===== config.mk =====
export PLATFORM = sky130hd
export DESIGN_NAME = keypad_emulator
export DESIGN_NICKNAME = d
export VERILOG_FILES = /design/src/rtl/keypad_pkg.sv /design/src/rtl/keypad_emulator.sv
export SDC_FILE = /design/constraint.sdc
export NUM_CORES = 1
export LEC_CHECK = 0
export CORE_ASPECT_RATIO = 1.1
export CORE_UTILIZATION = 51
export CTS_CLUSTER_DIAMETER = 150
export CTS_CLUSTER_SIZE = 24
export DETAILED_ROUTE_END_ITERATION = 6
export PLACE_DENSITY_LB_ADDON = 0.08
export SETUP_SLACK_MARGIN = 0.1
export SYNTH_ARGS = -nofsm -noshare
export SYNTH_HDL_FRONTEND = slang
export SYNTH_SLANG_ARGS = --single-unit

===== constraint.sdc =====
create_clock -name clk -period 1.7 [get_ports clk]
set_input_delay 0.255 -clock clk [delete_from_list [all_inputs] [get_ports clk]]
set_output_delay 0.255 -clock clk [all_outputs]
set_load 0.01 [all_outputs]

===== src/rtl/keypad_pkg.sv =====
// Shared 4x4 keypad definitions: FSM states and the key-to-(column,row) map.
// The scanner imports the same package so both ends agree on the mapping.
package keypad_pkg;

  typedef enum logic [2:0] {
    S_IDLE,
    S_BOUNCE_IN,
    S_HOLD,
    S_BOUNCE_OUT,
    S_GAP
  } kp_state_e;

  localparam int KEY_COL_LSB = 0;
  localparam int KEY_COL_MSB = 1;
  localparam int KEY_ROW_LSB = 2;
  localparam int KEY_ROW_MSB = 3;

  function automatic logic [3:0] onehot4(input logic [1:0] idx);
    return 4'b0001 << idx;
  endfunction

endpackage


===== src/rtl/keypad_emulator.sv =====
// Keypad side of a column-scan/row-sense link: presses one key per request
// with optional contact bounce, then releases it and waits an inter-key gap.
module keypad_emulator
  import keypad_pkg::*;
#(
  parameter int PRESS_CYCLES  = 16,
  parameter int BOUNCE_CYCLES = 8,
  parameter int BOUNCE_PERIOD = 2,
  parameter int GAP_CYCLES    = 8,
  parameter int CNT_W         = 16
) (
  input  logic       clk,
  input  logic       rst,
  input  logic [3:0] col,
  output logic [3:0] row,
  input  logic       key_valid,
  input  logic [3:0] key_code,
  input  logic       bounce_en,
  output logic       key_ready,
  output logic       busy,
  output logic       done
);

  localparam logic [CNT_W-1:0] HOLD_LAST = CNT_W'(PRESS_CYCLES - 1);
  localparam logic [CNT_W-1:0] BNC_LAST  = CNT_W'(BOUNCE_CYCLES - 1);
  localparam logic [CNT_W-1:0] GAP_LAST  = CNT_W'(GAP_CYCLES - 1);
  localparam logic [CNT_W-1:0] PER_LAST  = CNT_W'(BOUNCE_PERIOD - 1);
  localparam bit               BNC_ON    = (BOUNCE_CYCLES > 0);

  kp_state_e        state_q, state_d;
  logic [CNT_W-1:0] cnt_q, cnt_d;
  logic [CNT_W-1:0] ph_q, ph_d;
  logic             contact_q, contact_d;
  logic [1:0]       c_q, c_d;
  logic [1:0]       r_q, r_d;
  logic             ben_q, ben_d;
  logic             done_q, done_d;
  logic             ph_wrap;

  always_ff @(posedge clk) begin
    if (rst) begin
      state_q   <= S_IDLE;
      cnt_q     <= '0;
      ph_q      <= '0;
      contact_q <= 1'b0;
      c_q       <= '0;
      r_q       <= '0;
      ben_q     <= 1'b0;
      done_q    <= 1'b0;
    end else begin
      state_q   <= state_d;
      cnt_q     <= cnt_d;
      ph_q      <= ph_d;
      contact_q <= contact_d;
      c_q       <= c_d;
      r_q       <= r_d;
      ben_q     <= ben_d;
      done_q    <= done_d;
    end
  end

  // ph_q tracks position inside the current bounce period
  assign ph_wrap = (ph_q == PER_LAST);

  always_comb begin
    state_d   = state_q;
    cnt_d     = cnt_q + 1'b1;
    ph_d      = ph_wrap ? '0 : ph_q + 1'b1;
    contact_d = contact_q;
    c_d       = c_q;
    r_d       = r_q;
    ben_d     = ben_q;
    done_d    = 1'b0;
    unique case (state_q)
      S_IDLE: begin
        cnt_d = '0;
        ph_d  = '0;
        if (key_valid) begin
          c_d       = key_code[KEY_COL_MSB:KEY_COL_LSB];
          r_d       = key_code[KEY_ROW_MSB:KEY_ROW_LSB];
          ben_d     = bounce_en;
          contact_d = 1'b1;
          state_d   = (bounce_en && BNC_ON) ? S_BOUNCE_IN : S_HOLD;
        end
      end
      S_BOUNCE_IN: begin
        if (cnt_q == BNC_LAST) begin
          state_d   = S_HOLD;
          cnt_d     = '0;
          ph_d      = '0;
          contact_d = 1'b1;
        end else if (ph_wrap) begin
          contact_d = ~contact_q;
        end
      end
      S_HOLD: begin
        if (cnt_q == HOLD_LAST) begin
          state_d   = (ben_q && BNC_ON) ? S_BOUNCE_OUT : S_GAP;
          cnt_d     = '0;
          ph_d      = '0;
          contact_d = 1'b0;
        end
      end
      S_BOUNCE_OUT: begin
        if (cnt_q == BNC_LAST) begin
          state_d   = S_GAP;
          cnt_d     = '0;
          ph_d      = '0;
          contact_d = 1'b0;
        end else if (ph_wrap) begin
          contact_d = ~contact_q;
        end
      end
      S_GAP: begin
        if (cnt_q == GAP_LAST) begin
          state_d = S_IDLE;
          cnt_d   = '0;
          ph_d    = '0;
          done_d  = 1'b1;
        end
      end
      default: begin
        state_d   = S_IDLE;
        cnt_d     = '0;
        ph_d      = '0;
        contact_d = 1'b0;
      end
    endcase
  end

  assign row = (contact_q && (col == onehot4(c_q))) ? onehot4(r_q) : 4'b0000;
  assign key_ready = (state_q == S_IDLE);
  assign busy      = (state_q != S_IDLE);
  assign done      = done_q;

endmodule


==> metrics.yaml <==
sta:
  setup_slack_ns: -0.0420
  hold_viol: 0
  setup_viol: 34
  period_share_pct: 102
  tns_ns: -0.866
  grt_setup_unrepaired: "yes"
  max_slew_margin_pct: 70.4
  tightestPinTransition_ns: 0.441
  post-route-min-period_ns: 1.74
  fmax_ghz: 0.574
  maxSlewViolCount: 0
  hold_slack_ns: 0.449
  finClkSkew_ns: 0.00554
worst_hold_path:
  worst_hold_path_type: "register to register"
  worstHoldEndpoint: "state_q[0]"
  whs_path_depth: 1
  hold_start: "state_q[2]"
pwr:
  peakVddDrop_mv: 0.977
  clkPwrFrac_pct: 21.6
  p_int_mw: 2.05
  comb_power_share_pct: 39.8
  leakage_nw: 1.03
  p_sw_share_pct: 33.1
  switchingPower_mw: 1.02
  powerDensity_nw_per_um2: 1080
  seq_power_share_pct: 38.6
setup_path:
  critPathKind: "register to register"
  r2r_end: "cnt_q[6]"
  worstPathMaxFanout: 6
  cp.required_ns: 1.89
  r2r_start: "cnt_q[13]"
  reg2reg_slack_ns: -0.04
  worst_ep_arrival_time_ns: 1.93
  end_kind: "register"
  startpoint_type: "register"
  ff2ff_path_depth: 7
layout:
  stdcell_count: 334
  syn_to_final_growth_pct: 40.2
  drive_above_1_share_pct: 35.9
  fin_nets: 298
  nFillCells: 271
  n_antenna_cell: 0
clocking:
  cts_buffer_depth: 2
  clk-insertion-delay-late_ns: 0.29
  cts_buffers: 5
  cts_root_buf: "clkbuf_8"
  cts_tree: "yes"
  cts.clk_slew.worst_paths_ns: 0.08
  clock_sinks: 42
  htreeDepth: 2
grt:
  grt_pass1_wl_mm: 6.92
  antenna_found_initial: 0
  grt_max_degree: 13
  grt_usage_pct: 22.7
  grt_overflow: 0
  first_global_vias: 1605
logic_synthesis:
  yosys-top-cells-area: "dfxtp_1 42%, nor2_1 8.8%, xor2_1 7.0%, xnor2_1 5.7%, nand3_1 3.7%"
  ys_top_cells_by_count: "47 x nor2_1, 42 x dfxtp_1, 16 x xor2_1"
  synth_top_area_share_pct: 41.7
  synthCells: 231
  synth_xor_area_share_pct: 12.6
  synth-async-reset-ratio_pct: 0
  synth_compound_area_share_pct: 5.34
  synth_top_area_cell: "dfxtp_1"
  synth_top_family_by_area: "simple AND/OR/NAND/NOR gates"
  synthFlopType: "dfxtp_1"
  muxShareOfSynthArea_pct: 2.48
  avgSynthCellArea_um2: 8.72
  ys_seq_area_share_pct: 41.7
  syn_area_um2: 2010
  synth.distinct_cells: 38
  ys_warn_count: 0
  synth_edf_count: 0
  synth_fa_ha_area_share_pct: 1.86
  synth_most_common_cell: "nor2_1"
  synthSimpleGateAreaFrac_pct: 31.8
  synth_nets: 246
  ys_seq_elements: 42
drt:
  drt_first_pass_iters: 4
  drc: 0
  dr_wl_met3_um: 99
  wl_per_cell_um: 12.9
  drt-total-wl_mm: 4.31
  top_layer: "met4"
  wl_met2_mm: 2.19
  wl_met1_mm: 1.95
  drtIter0Drc: 108
  postRouteAntennaNets: 0
  vias: 1735
  vias_per_cell: 5.19
run:
  drv_cap: 0
run_status:
  status: "finished, violations left"
  violations: "negative setup slack"
die:
  die_w_um: 61.9
  die_h_um: 67.9
  dieArea_um2: 4210
  boundaryPins: 19
  start_util_pct: 54.3
  rows: 23
  core-area_um2: 3710
placed_design:
  gp_congestion: 0.757
  dp_slack_ns: -0.622
  dp.cells: 321
  port_buffers: 18
  dp.final_hpwl_mm: 2.77
## placed cells by master, fill, tap and decap left out, types with 3 or more instances in the layout
| cell type | count |
|---|---|
| nand3_1 | 14 |
| clkbuf_8 | 6 |
| and3_1 | 4 |
| dfxtp_1 | 33 |
| dfxtp_2 | 7 |
| nor3_2 | 5 |
| nand4_1 | 7 |
| nor4_1 | 3 |
| xor2_1 | 16 |
| nand2b_1 | 8 |
| nor2_2 | 14 |
| buf_2 | 4 |
| buf_4 | 26 |
| mux2i_1 | 5 |
| clkdlybuf4s50_1 | 9 |
| nor2_4 | 9 |
| dlygate4sd2_1 | 4 |
| nand2_1 | 9 |
| a21oi_1 | 6 |
| inv_1 | 7 |
| xnor2_1 | 13 |
| nor3_1 | 6 |
| nor2_1 | 25 |
## critical path, cell delays in order (launching register included)
cell	delay (ns)
dfxtp_2	0.34
nor4_2	0.26
buf_4	0.16
and4_4	0.24
a2bb2oi_4	0.16
or2_4	0.26
clkbuf_16	0.18
nor2_1	0.03
## state kept, by name, summed over array words and instances, names as in the netlist
register	count
ph_q	16
done	1
cnt_q	16
state_q	3
contact_q	1
c_q	2
ben_q	1
r_q	2
## how the worst max path moves through the flow
stage / start / endpoint / slack [ns] / cells past startpoint
5_1_grt: cnt_q[13] / cnt_q[13] / -0.12 / 7
4_1_cts: c_q[1] / row[2] / -0.07 / 5
3_5_place_dp: col[3] / row[3] / -0.62 / 7
3_3_place_gp: col[3] / row[2] / -0.59 / 7
6_report: cnt_q[13] / cnt_q[6] / -0.04 / 7
2_1_floorplan: cnt_q[0] / ph_q[0] / 0.06 / 8
## logic make-up after synthesis
| group | Yosys count |
|---|---|
| AOI/OAI and AO/OA | 16 |
| adders and majority gates | 3 |
| buffers and inverters | 14 |
| and+or+nand+nor | 122 |
| muxes | 5 |
| DFF | 42 |
| xor gates and xnor gates | 29 |
## through the flow
step	total power, mW	utilization (%)	area, um2
final	3.06	76.1	2820
after global placement	2.04	66.4	2460
after global routing	3.25	76.1	2820
after detailed placement	2.05	66.4	2460
after CTS	2.93	72.4	2690
after floorplan	1.74	-	2050
## layout make-up
type                    instances  area [um2]  area share (%)
flip-flops and latches         42         857            30.4
clock inverters                 1        5.00           0.177
multi-input cells             175        1310            46.3
well taps                      50        62.6            2.22
inverters                       8        30.0            1.06
repair buffers                 51         475            16.8
clock buffers                   7        86.3            3.06
## power by group through the flow
| stage | Sequential (mW) | Combinational [mW] | Clock (mW) |
|---|---|---|---|
| global placement | 1.18 | 0.863 | 0 |
| floorplan | 1.17 | 0.572 | 0 |
| finish | 1.18 | 1.22 | 0.661 |
| CTS | 1.17 | 1.08 | 0.680 |
| detailed placement | 1.18 | 0.870 | 0 |
| global route | 1.19 | 1.33 | 0.727 |
## metal layers
metal	vias up	track usage, %
li1	892	-
met1	819	27.5
met2	20	37.1
met3	4	6.05
met4	0	10.3
met5	-	0
## what timing repair did
item,CTS,global route
gates cloned,2,1
pin swaps,20,21
gates resized for setup,47,42
buffers inserted,1,3
endpoints found under the setup margin,39,41
hold buffers,0,0
Power figures use the tool's default switching activity.
